<file path="config.mk">
export PLATFORM = sky130hd
export DESIGN_NAME = tohost_monitor
export DESIGN_NICKNAME = d
export VERILOG_FILES = /design/src/rtl/tohost_monitor_pkg.sv /design/src/rtl/tohost_channel.sv /design/src/rtl/tohost_monitor.sv
export SDC_FILE = /design/constraint.sdc
export NUM_CORES = 1
export LEC_CHECK = 0
export ABC_AREA = 1
export CORE_MARGIN = 2
export CORE_UTILIZATION = 39
export DETAILED_ROUTE_END_ITERATION = 6
export HOLD_SLACK_MARGIN = 0.03
export PLACE_DENSITY = 0.7
export SKIP_LAST_GASP = 1
export SLEW_MARGIN = 20
export SYNTH_ARGS = -nofsm -noshare
export SYNTH_HDL_FRONTEND = slang
export SYNTH_HIERARCHICAL = 1
export SYNTH_SLANG_ARGS = --single-unit
</file>
<file path="constraint.sdc">
create_clock -name clk -period 4.3 [get_ports clk]
set_clock_uncertainty 0.2 [all_clocks]
set_input_delay 1.29 -clock clk [delete_from_list [all_inputs] [get_ports clk]]
set_output_delay 1.29 -clock clk [all_outputs]
set_load 0.01 [all_outputs]
</file>
<file path="src/rtl/tohost_monitor_pkg.sv">
// Purpose: shared FSM state encoding for the tohost completion monitor.
// Latency: n/a (types only).
// Backpressure: n/a.
package tohost_monitor_pkg;

    typedef enum logic [1:0] {
        ST_IDLE = 2'd0,
        ST_RUN  = 2'd1,
        ST_DONE = 2'd2
    } state_t;

    localparam int unsigned CYCLES_W = 32;

endpackage

</file>
<file path="src/rtl/tohost_channel.sv">
// Purpose: one tohost channel; captures the first valid (bit0=1) write of a run.
// Latency: flags update on the edge that samples the write; next-state is exported.
// Backpressure: none; writes to an already-done channel or outside RUN are dropped.
// Ports: clk/rst (sync, active-low); clr_i clears flags at run start; run_i enables capture;
//        wr_i/dat_i are the write strobe and word; done_o/fail_o are the registered flags;
//        done_nxt_o is the flag value after this edge; cap_fail_o marks a failing capture now.
module tohost_channel
    import tohost_monitor_pkg::*;
#(
    parameter int DATA_WIDTH = 32
) (
    input  logic                  clk,
    input  logic                  rst,
    input  logic                  clr_i,
    input  logic                  run_i,
    input  logic                  wr_i,
    input  logic [DATA_WIDTH-1:0] dat_i,
    output logic                  done_o,
    output logic                  fail_o,
    output logic                  done_nxt_o,
    output logic                  cap_fail_o
);

    logic done_q, done_d;
    logic fail_q, fail_d;
    logic cap;

    // Only the first word with bit0 set counts; later writes cannot alter the verdict.
    assign cap        = run_i & wr_i & dat_i[0] & ~done_q;
    assign cap_fail_o = cap & (|dat_i[DATA_WIDTH-1:1]);

    always_comb begin
        done_d = done_q;
        fail_d = fail_q;
        if (clr_i) begin
            done_d = 1'b0;
            fail_d = 1'b0;
        end else if (cap) begin
            done_d = 1'b1;
            fail_d = cap_fail_o;
        end
    end

    always_ff @(posedge clk) begin
        if (!rst) begin
            done_q <= 1'b0;
            fail_q <= 1'b0;
        end else begin
            done_q <= done_d;
            fail_q <= fail_d;
        end
    end

    assign done_o     = done_q;
    assign fail_o     = fail_q;
    assign done_nxt_o = done_d;

endmodule

</file>
<file path="src/rtl/tohost_monitor.sv">
// Purpose: run monitor over NUM_CH tohost channels with cycle budget and pass/fail verdict.
// Latency: done rises 1 cycle after the completing write or the last budgeted RUN edge.
// Backpressure: none; start is ignored while busy, writes outside RUN are dropped.
// Ports: clk/rst (sync, active-low); start begins a run; tohost/tohost_wr carry per-channel
//        words and strobes; busy/done/pass/timeout give run status; ch_done/ch_fail are
//        per-channel flags; fail_code is the first failing code; cycles counts RUN edges.
module tohost_monitor
    import tohost_monitor_pkg::*;
#(
    parameter int          NUM_CH         = 2,
    parameter int          DATA_WIDTH     = 32,
    parameter int unsigned TIMEOUT_CYCLES = 10000,
    parameter int          REQUIRE_ALL    = 1
) (
    input  logic                         clk,
    input  logic                         rst,
    input  logic                         start,
    input  logic [NUM_CH*DATA_WIDTH-1:0] tohost,
    input  logic [NUM_CH-1:0]            tohost_wr,
    output logic                         busy,
    output logic                         done,
    output logic                         pass,
    output logic                         timeout,
    output logic [NUM_CH-1:0]            ch_done,
    output logic [NUM_CH-1:0]            ch_fail,
    output logic [DATA_WIDTH-2:0]        fail_code,
    output logic [CYCLES_W-1:0]          cycles
);

    localparam logic [CYCLES_W-1:0] LAST_CYCLE = CYCLES_W'(TIMEOUT_CYCLES - 1);

    state_t                state_q, state_d;
    logic [CYCLES_W-1:0]   cycles_q, cycles_d;
    logic [DATA_WIDTH-2:0] fail_code_q, fail_code_d;
    logic                  timeout_q, timeout_d;

    logic                  run;
    logic                  clr;
    logic [NUM_CH-1:0]     done_nxt;
    logic [NUM_CH-1:0]     cap_fail;
    logic [DATA_WIDTH-2:0] fail_pick;
    logic                  complete;

    assign run = (state_q == ST_RUN);
    assign clr = start & ~run;

    for (genvar i = 0; i < NUM_CH; i++) begin : g_ch
        tohost_channel #(
            .DATA_WIDTH (DATA_WIDTH)
        ) u_ch (
            .clk        (clk),
            .rst        (rst),
            .clr_i      (clr),
            .run_i      (run),
            .wr_i       (tohost_wr[i]),
            .dat_i      (tohost[i*DATA_WIDTH +: DATA_WIDTH]),
            .done_o     (ch_done[i]),
            .fail_o     (ch_fail[i]),
            .done_nxt_o (done_nxt[i]),
            .cap_fail_o (cap_fail[i])
        );
    end

    // Descending scan so the lowest failing channel overwrites last and wins.
    always_comb begin
        fail_pick = '0;
        for (int i = NUM_CH - 1; i >= 0; i--) begin
            if (cap_fail[i]) begin
                fail_pick = tohost[i*DATA_WIDTH+1 +: DATA_WIDTH-1];
            end
        end
    end

    // Uses post-edge flags so a write landing on this edge can complete the run.
    assign complete = (REQUIRE_ALL != 0) ? (&done_nxt) : (|done_nxt);

    always_comb begin
        state_d     = state_q;
        cycles_d    = cycles_q;
        fail_code_d = fail_code_q;
        timeout_d   = timeout_q;
        case (state_q)
            ST_IDLE, ST_DONE: begin
                if (start) begin
                    state_d     = ST_RUN;
                    cycles_d    = '0;
                    fail_code_d = '0;
                    timeout_d   = 1'b0;
                end
            end
            ST_RUN: begin
                cycles_d = cycles_q + 1'b1;
                // Registered ch_fail clear means no failure has been recorded yet this run.
                if ((|cap_fail) && (ch_fail == '0)) begin
                    fail_code_d = fail_pick;
                end
                if (complete) begin
                    state_d = ST_DONE;
                end else if (cycles_q == LAST_CYCLE) begin
                    state_d   = ST_DONE;
                    timeout_d = 1'b1;
                end
            end
            default: state_d = ST_IDLE;
        endcase
    end

    always_ff @(posedge clk) begin
        if (!rst) begin
            state_q     <= ST_IDLE;
            cycles_q    <= '0;
            fail_code_q <= '0;
            timeout_q   <= 1'b0;
        end else begin
            state_q     <= state_d;
            cycles_q    <= cycles_d;
            fail_code_q <= fail_code_d;
            timeout_q   <= timeout_d;
        end
    end

    assign busy      = run;
    assign done      = (state_q == ST_DONE);
    assign timeout   = timeout_q;
    assign fail_code = fail_code_q;
    assign cycles    = cycles_q;
    assign pass      = done & ~timeout_q & (ch_fail == '0);

endmodule
</file>
==> out/summary.txt <==
Fin crit period -> 3.355 ns
Final antenna-violating net count -> 0
Syn nets -> 763
Gate power share -> 0.197
Crit-path slowest cell -> clkdlybuf4s50_1
Fmax achieved -> 298.1 MHz
Worst path bufs/invs -> 3
Max Buffers Root-to-Sink -> 2
# DRC -> 0
# setup viols final -> 0
Final HPWL DP -> 10.13 mm
Sw Share -> 0.2817
Sequential-to-total area share from yosys stat -> 0.3344
Routed wire length -> 13.59 mm
Area growth from synthesis to layout -> 39.09%
Routability cong. -> 0.9586
Initial antenna violation count -> 0
Fin. Hold Viols -> 0
Largest net degree at the start of global routing -> 63
CP top delay family -> buffers and inverters
Input/output buffers -> 139
Total Power -> 1452 uW
CP peak stage delay -> 0.44 ns
Setup CP Type -> in2reg
CTS tree -> yes
Area taken by multi-input logic gates -> 2387 um2
Mapped Avg Cell Area -> 6.047 um2
CTS Hold Bufs -> 0
Most frequent cells in the layout -> nand2_1 (209), clkdlybuf4s50_1 (139), nor2_1 (106)
Slew @ Worst Pin -> 0.6652 ns
Number of global-route vias before repair -> 4,772
Fillers -> 1,041
Final period util -> 0.7802
First-pass GRT wire length -> 22.69 mm
Worst hold path stage count -> 2
Initial Util -> 0.4041
Ant diodes -> 0
CP Capture Type -> flop
Pwr dens -> 249.1 nW/um2
Total CTS buffers -> 9
Core Rows -> 37
Post-DR vias/cell -> 5.146
Hold Path Class -> reg2reg
CTS resizes -> 0
Max-slew headroom -> 0.5565
Path depth of the worst reg2reg path -> 13
Outcome -> complete, no violations
Ports -> 140
Required time worst endpoint -> 4.31 ns
Layout Cells excl Fill -> 957
Most common cell after layout, fill and taps aside -> nand2_1
Share of cells above drive strength 1 -> 0.05603
Setup tns final -> 0 ns
Die area -> 11,590 um2
Post-Syn Area -> 4190 um2
YS warnings -> 6
Clk sink count -> 70
Clk pwr share -> 0.326
Worst skew pair latency -> 0.35 ns
Sequential Area -> 1401 um2
Critical path startpoint category -> primary input
RSZ-0062 raised after global routing -> false
Critical path depth in cells -> 12
Max VDD drop -> 0.0001389 V
Sw power -> 409.0 uW
Seq cells post-synth -> 70
Cell count after placement -> 944
Arrival time at the worst endpoint -> 3.37 ns
Postcts setup bufs -> 0
Gate Count Post-Synth -> 693
Die H -> 107.7 um
H-tree depth -> 3
Leak Pwr -> 0.002262 uW
Synth unique cells -> 31
Post-place instance area -> 5667 um2
Finished Cell Area -> 5828 um2
Via count -> 4,925
Critical-path maximum fanout -> 62
Drt first pass iters -> 4
Chip Width -> 107.7 um
Internal -> 1043 uW
Wire per inst -> 14.20 um
GRT Total Usage -> 0.2466
Clock transition at path regs -> 0.07 ns
Core area -> 10,370 um2
Starting DRC count in detailed routing -> 248
Overflow after GRT -> 0
Final nets -> 889
Flop pwr share -> 0.478
Crit-path cells -> clkdlybuf4s50_1 -> nor2_1 -> nand2_1 -> nor2_1 -> nand2_1 -> o21ai_1 -> inv_1 -> o211ai_1 -> nand2_2 -> buf_4 -> o21ai_0 -> a21oi_1
Max Cap Violations -> 0
Max-slew violations -> 0
Clock Tree Root -> clkbuf_8
## worst min-delay path: stages (launching register included)
cell and delay [ns]:
dfxtp_1 0.33, nand2_1 0.07, a21oi_1 0.05
## kinds of logic (layout without fill, tap and decap cells)
| kind of cell | Yosys count | in the layout | synth area share |
|---|---|---|---|
| and+or+nand+nor | 407 | 407 | 0.4198 |
| AOI/OAI and AO/OA | 117 | 117 | 0.1469 |
| buffers and inverters | 98 | 226 | 0.09585 |
| DFF | 70 | 70 | 0.3344 |
| adders and majority gates | 1 | 1 | 0.002985 |
## registers in the layout, summed over array words and instances (netlist names)
| signal | count |
|---|---|
| g_ch.u_ch/fail_o | 2 |
| cycles | 32 |
| fail_code | 31 |
| g_ch.u_ch/done_o | 2 |
| state_q | 2 |
| timeout | 1 |
## worst paths after layout
kind	to	slack, ns	start
worst min register to register	cycles[1]	0.30	cycles[1]
worst max-delay path	fail_code[21]	0.95	tohost[42]
worst max register to register	fail_code[21]	1.18	state_q[1]
worst min-delay path	cycles[1]	0.30	cycles[1]
## through the flow
step | hold slack, ns | setup slack (ns) | util
floorplan | 0.2986 | 1.461 | -
global placement | 0.2799 | 0.6772 | 0.5465
detailed placement | 0.2873 | 0.6115 | 0.5465
CTS | 0.2990 | 0.9960 | 0.5620
global route | 0.3349 | 0.7149 | 0.5620
finish | 0.2953 | 0.9451 | 0.5620
## layer usage
| metal | vias to the layer above | part of all wire | track usage |
|---|---|---|---|
| li1 | 2466 | - | - |
| met1 | 2223 | 0.43 | 0.3091 |
| met2 | 207 | 0.46 | 0.4048 |
| met3 | 29 | 0.072 | 0.05387 |
| met4 | 0 | 0.029 | 0.1099 |
| met5 | - | 0 | 0 |
## power groups by stage
stage               sequential [uW]  clock (uW)  combinational [uW]
global route                    697         513                 313
CTS                             694         485                 286
finish                          693         473                 286
global placement                707           0                 284
detailed placement              707           0                 286
floorplan                       717           0                 116
## synthesized netlist by cell type, drive strengths merged
master	n	area, um2
a211oi	4	30.03
a21oi	51	255.2
a22oi	1	7.510
buf	16	92.59
clkbuf	15	57.55
clkinv	1	3.750
dfxtp	70	1401
ha	1	12.51
inv	66	247.7
nand2	215	832.0
nand3	60	327.8
nand3b	1	11.26
nand4	7	43.79
nor2	116	504.2
nor3	8	40.04
o211ai	1	7.510
o21ai	58	297.8
o22ai	1	6.260
o311a	1	11.26
## layout make-up
class | instances | share of cell area
flip-flops and latches | 70 | 0.2404
well taps | 136 | 0.02920
inverters | 67 | 0.04315
clock buffers | 11 | 0.02598
repair buffers | 146 | 0.2499
clock inverters | 2 | 0.001717
multi-input cells | 525 | 0.4096
(Power assumes the default switching activity.)
